File: config.mk
export PLATFORM = sky130hd
export DESIGN_NAME = uart_tx_core
export DESIGN_NICKNAME = d
export VERILOG_FILES = /design/src/rtl/uart_tx_core.sv
export SDC_FILE = /design/constraint.sdc
export NUM_CORES = 1
export LEC_CHECK = 0
export ABC_AREA = 1
export BUFFER_PORTS_ARGS = -buffer_cell sky130_fd_sc_hd__buf_2
export CORE_MARGIN = 5
export CORE_UTILIZATION = 25
export DETAILED_ROUTE_END_ITERATION = 6
export HOLD_SLACK_MARGIN = 0.1
export SETUP_SLACK_MARGIN = 0.02
export SLEW_MARGIN = 0
export SYNTH_ARGS = -nofsm -noshare
export SYNTH_HDL_FRONTEND = slang
export SYNTH_SLANG_ARGS = --single-unit
File: constraint.sdc
create_clock -name clk_in -period 2.55 [get_ports clk_in]
set_input_delay 0.3825 -clock clk_in [delete_from_list [all_inputs] [get_ports clk_in]]
set_output_delay 0.3825 -clock clk_in [all_outputs]
set_load 0.1 [all_outputs]
File: src/rtl/uart_tx_core.sv
// UART transmitter core: accepts a parallel word over valid/ready and
// shifts it out LSB-first as start / data / optional parity / stop bits,
// with every line transition aligned to the divider's baud_tick strobe.
module uart_tx_core #(
    parameter int unsigned DATA_BITS = 8,
    parameter int unsigned PARITY    = 0,
    parameter int unsigned STOP_BITS = 1
) (
    input  logic                 clk_in,
    input  logic                 rst,
    input  logic                 baud_tick,
    input  logic [DATA_BITS-1:0] tx_data,
    input  logic                 tx_valid,
    output logic                 tx_ready,
    output logic                 tx,
    output logic                 tx_done
);

    localparam int unsigned IDX_W = $clog2(DATA_BITS);
    localparam logic [IDX_W-1:0] LAST_IDX  = IDX_W'(DATA_BITS - 1);
    localparam logic             LAST_STOP = 1'(STOP_BITS - 1);

    // Reject unsupported frame formats while the design is being built.
    generate
        if (DATA_BITS < 5 || DATA_BITS > 9) begin : g_bad_data_bits
            $error("uart_tx_core: DATA_BITS must be 5..9");
        end
        if (PARITY > 2) begin : g_bad_parity
            $error("uart_tx_core: PARITY must be 0, 1 or 2");
        end
        if (STOP_BITS < 1 || STOP_BITS > 2) begin : g_bad_stop_bits
            $error("uart_tx_core: STOP_BITS must be 1 or 2");
        end
    endgenerate

    typedef enum logic [2:0] {
        S_IDLE,
        S_WAIT,
        S_START,
        S_DATA,
        S_PAR,
        S_STOP
    } state_t;

    state_t               state_q, state_d;
    logic [DATA_BITS-1:0] data_q, data_d;
    logic [IDX_W-1:0]     bit_idx_q, bit_idx_d;
    logic                 stop_cnt_q, stop_cnt_d;
    logic                 tx_q, tx_d;
    logic                 ready_q, ready_d;
    logic                 done_q, done_d;

    logic [IDX_W-1:0]     next_idx;
    logic                 parity_bit;

    assign next_idx   = bit_idx_q + IDX_W'(1);
    // Even parity is the XOR of the latched word; odd parity is its inverse.
    assign parity_bit = (PARITY == 2) ? ~(^data_q) : (^data_q);

    // Next-state and next-output logic for the framing FSM.
    always_comb begin
        state_d    = state_q;
        data_d     = data_q;
        bit_idx_d  = bit_idx_q;
        stop_cnt_d = stop_cnt_q;
        tx_d       = tx_q;
        ready_d    = ready_q;
        done_d     = 1'b0;

        unique case (state_q)
            S_IDLE: begin
                tx_d    = 1'b1;
                ready_d = 1'b1;
                // A tick coinciding with acceptance is deliberately ignored.
                if (tx_valid && ready_q) begin
                    data_d  = tx_data;
                    ready_d = 1'b0;
                    state_d = S_WAIT;
                end
            end
            S_WAIT: begin
                if (baud_tick) begin
                    tx_d    = 1'b0;
                    state_d = S_START;
                end
            end
            S_START: begin
                if (baud_tick) begin
                    tx_d      = data_q[0];
                    bit_idx_d = '0;
                    state_d   = S_DATA;
                end
            end
            S_DATA: begin
                if (baud_tick) begin
                    if (bit_idx_q == LAST_IDX) begin
                        if (PARITY != 0) begin
                            tx_d    = parity_bit;
                            state_d = S_PAR;
                        end else begin
                            tx_d       = 1'b1;
                            stop_cnt_d = 1'b0;
                            state_d    = S_STOP;
                        end
                    end else begin
                        bit_idx_d = next_idx;
                        tx_d      = data_q[next_idx];
                    end
                end
            end
            S_PAR: begin
                if (baud_tick) begin
                    tx_d       = 1'b1;
                    stop_cnt_d = 1'b0;
                    state_d    = S_STOP;
                end
            end
            S_STOP: begin
                if (baud_tick) begin
                    if (stop_cnt_q == LAST_STOP) begin
                        ready_d = 1'b1;
                        done_d  = 1'b1;
                        state_d = S_IDLE;
                    end else begin
                        stop_cnt_d = stop_cnt_q + 1'b1;
                    end
                end
            end
            default: begin
                tx_d    = 1'b1;
                ready_d = 1'b0;
                state_d = S_IDLE;
            end
        endcase
    end

    // State and registered outputs; reset overrides everything, including baud_tick.
    always_ff @(posedge clk_in) begin
        if (rst) begin
            state_q    <= S_IDLE;
            data_q     <= '0;
            bit_idx_q  <= '0;
            stop_cnt_q <= 1'b0;
            tx_q       <= 1'b1;
            ready_q    <= 1'b0;
            done_q     <= 1'b0;
        end else begin
            state_q    <= state_d;
            data_q     <= data_d;
            bit_idx_q  <= bit_idx_d;
            stop_cnt_q <= stop_cnt_d;
            tx_q       <= tx_d;
            ready_q    <= ready_d;
            done_q     <= done_d;
        end
    end

    assign tx       = tx_q;
    assign tx_ready = ready_q;
    assign tx_done  = done_q;

endmodule

### Word level (Yosys, flattened, before mapping)

Cells that the tools add are included.
W data, S select, Z words.

* output and inout bits: 3
* input port bits: 12
* logic and storage cells: 71
* register bits after elaboration: 18

* bitwise operators: 3
* magnitude comparators: 1
* multiplexer cells: 31
* reductions and logical operators: 12
* add/sub/neg operators: 2
* eq/ne operators: 15

Operator list (count)
* $mux W3: 11
* $ne A2 B2 Y1 const B: 9
* $pmux W3 S6: 1
* $mux W1: 14
* $reduce_and A5 Y1: 2
* $eq A3 B3 Y1 const B: 3
* $reduce_and A8 Y1: 1
* $eq A3 B2 Y1 const B: 2
* $pmux W1 S3: 2
* $pmux W3 S2: 1
* $pmux W1 S5: 1
* $lt A3 B4 Y1 const B: 1
* $reduce_and A4 Y1: 1
* $reduce_or A4 Y1: 1
* $add A3 B1 Y3 const B: 1
* $bmux W1 S3: 1
* $eq A3 B1 Y1 const B: 1
* $logic_not A3 Y1: 1
* $not A1 Y1: 3
* $reduce_and A3 Y1: 1
* $reduce_bool A3 Y1: 1
* $reduce_or A3 Y1: 1
* $reduce_and A2 Y1: 1
* $reduce_bool A2 Y1: 1
* other kinds (2): 2

### Depth between registers and ports, before layout

* word-level depth: 6
* depth in mapped cells: 10
* depth with buffers taken out: 10

### Worst setup path after synthesis

Ideal clock, no wire load.

* path kind: reg2reg
* start point: register ready_q, in the netlist tx_ready
* end point: register data_q[2]
* stages on the path, launching flop included: 5
* buffers on the path: 1
* setup time: 0.119 ns
* period minus slack after synthesis: 1.783 ns
* data required time: 2.431 ns
* setup slack: 0.767 ns
* arrival time: 1.663 ns
* cell sequence: dfxtp_1 nand4_2 buf_4 o21ai_0 a21oi_1

* cells in the longest elaborated chain, start to end: 2

Ends and longest elaborated chain
* from (decl): line 50 `logic ready_q, ready_d;`
* from (signal assigned): line 153 `ready_q <= ready_d;`
* $logic_and A1 B1 Y1: line 75 `if (tx_valid && ready_q) begin`
* $reduce_and A2 Y1 (no source line)
* to (signal assigned): line 149 `data_q <= data_d;`
* to (decl): line 46 `logic [DATA_BITS-1:0] data_q, data_d;`

No other way between the ends.
A chain may end at the register's enable or synchronous reset.

### Worst setup path after layout

* start point: register ready_q, in the netlist tx_ready
* end point: output tx_ready

RTL lines
* to (decl): line 14 `output logic tx_ready,`

No word-level cell between the ends.

==> results.ini <==
[outcome]
status=finished, final reports clean

[timing]
setup_viol=0
final-hold-violation-count=0
tns_ns=0
worst_pin_slew_ns=0.495
finalClockSkew_ns=0.00376
fin_crit_ns=1.53
timing.fmax_mhz=654
relSlewSlack_pct=67.2
drv_slew=0
period_share_pct=59.9
rsz0062_at_grt=false

[clock_network]
cts-root-buf=clkbuf_4
clkSlewWorstSetupHoldPaths_ns=0.11
cts_sinks=17
cts-resized-gates=0
post-cts-setup-buffers=0
ctsHtreeMaxLevel=1
hold_buffers=0
cts_buffer_depth=2
cts_tree=yes
clk-insertion-delay-late_ns=0.30
numCtsBuffers=3

[worst_setup_path]
crit_family=buffers and inverters
crit_buf_inv=1
slowest_stage=buf_2
crit_chain=buf_2
cpPeakStageDelay_ns=0.45
crit_arrival_ns=1.15
cp_data_required_time_ns=2.17
worstPathMaxFanout=4
crit_type=flop to primary output
end_kind=primary output
start_kind=flop

[power_and_ir_drop]
vdd_drop_max_mv=0.482
p_switching_mw=0.471
power_density_nw_per_um2=952
p_comb_share_pct=46.2
pwr-share-seq_pct=38.5
p_int_mw=0.522
pwr-share-clk_pct=15.3
power.leakage_nw=0.463
switching_share_pct=47.4

[detailed_routing]
drt_first_pass_iters=4
vias=828
drtAntennaViolNets=0
wire_per_inst_um=9.44
finalWirelength_um=1840
drtIter0Drc=16
drcViolationCount=0
vias_per_cell=4.25

[floorplan]
die_w_um=70.0
rows=21
dieArea_um2=4900
initial_core_util_pct=26.3
ios=15
die_h_um=70.0
core_um2=3420

[finish]
antennaDiodeCount=0
nets=164
drive_gt1_share_pct=20.8
nFillCells=401
area_growth_pct=16.0
final_cell_count_no_fill=195
design_area_um2=1040

[grt]
antenna_found_initial=0
grt.total_usage_pct=7.75
grt-ovfl-total=0
grt_util_met1_pct=11.1
use_met3_pct=1.58
busiest_layer=met1
grt_pass1_vias=702
grt_max_degree=17
grt_pass1_wl_um=3100
use_met2_pct=10.9

[synth]
synth_cells=133
yosys.cell_types.count=19
synth-seq-cells=17
yosysWarningCount=0
synth.avg_cell_area_um2=6.76
syn_nets=147
seq_area_frac_synth_pct=37.8
synth_area_um2=900

[placed_design]
place_congestion=0.878
dp.cells=191
dpl.hpwl_um=1420
place_area_um2=1020
io_buffers=14

[run]
max_cap_violations=0

[worst_hold_path]
hp-class=primary input to flop

## worst paths after layout
path / startpoint / end / slack (ns) / cells past startpoint
worst min-delay path: rst / bit_idx_q[1] / 0.29 / 2
worst max register to register: bit_idx_q[0] / tx / 1.06 / 10
worst max-delay path: tx_ready / tx_ready / 1.02 / 1
worst min register to register: data_q[1] / data_q[1] / 0.45 / 2
## registers in the layout (all words and copies together), names as in the netlist
name,cells
data_q,8
bit_idx_q,3
state_q,3
tx,1
tx_done,1
tx_ready,1
## cells by family after synthesis
family | Yosys count | synth area share, %
AND/OR/NAND/NOR | 63 | 34.1
AO/OA/AOI/OAI | 26 | 14.5
buffers and inverters | 25 | 10.8
flip-flops | 17 | 37.8
adder cells (fa/ha/maj) | 2 | 2.78
## through the flow
stage / util, % / hold WS, ns / power [mW] / setup slack [ns]
global placement: 29.7 / 0.436 / 0.853 / 1.12
finish: 30.5 / 0.289 / 0.993 / 1.02
detailed placement: 29.7 / 0.438 / 0.850 / 1.07
floorplan: - / 0.423 / 0.771 / 0.767
global route: 30.5 / 0.292 / 1.08 / 0.846
CTS: 30.5 / 0.293 / 1.00 / 1.00
## Yosys cell counts
master	number	share of area, %
nand2_1	33	14
inv_1	18	7.5
dfxtp_1	17	38
a21oi_1	15	8.3
o21ai_0	10	5.6
nand3_1	9	5.0
nor2_1	9	3.8
inv_2	5	2.1
nand4_1	3	2.1
nor2_2	3	2.1
ha_1	2	2.8
nand3_2	2	2.2
buf_4	1	0.83
clkbuf_1	1	0.42
nand3_4	1	1.9
nand4_2	1	1.4
nor2_4	1	1.3
nor3_1	1	0.56
o21ai_1	1	0.56
## layout by cell type, fill, tap and decap left out, types with 2 or more instances in the layout
cell,netlist,layout
nand4_1,3,3
nand3_1,9,9
nor2_1,9,9
nor2_2,3,3
buf_2,0,14
o21ai_0,10,10
nand2_1,33,33
dfxtp_1,17,17
inv_1,18,18
clkbuf_4,0,3
inv_2,5,5
nand3_2,2,2
ha_1,2,2
a21oi_1,15,15
## per-layer routing
metal  part of all wire [%]  wire length [um]
met1                     54               987
met2                     41               747
met3                    3.5                65
met4                    2.2                40
met5                      0                 0
## cell type report
| class | count | area [um^2] | area share (%) |
|---|---|---|---|
| Clock buffer | 3 | 22.5 | 2.16 |
| Clock inverter | 1 | 5.00 | 0.480 |
| Inverter | 23 | 86.3 | 8.27 |
| Multi-Input combinational cell | 91 | 462 | 44.2 |
| Sequential cell | 17 | 340 | 32.6 |
| Tap cell | 46 | 57.6 | 5.52 |
| Timing Repair Buffer | 14 | 70.1 | 6.71 |
## power by group through the flow
stage / Sequential [mW] / Combinational (mW) / Clock (mW)
after CTS: 0.384 / 0.462 / 0.157
after floorplan: 0.465 / 0.306 / 0
after global placement: 0.389 / 0.464 / 0
after detailed placement: 0.389 / 0.460 / 0
final: 0.383 / 0.459 / 0.152
after global routing: 0.394 / 0.520 / 0.167
Note: power is estimated with default switching activity, not from simulation.
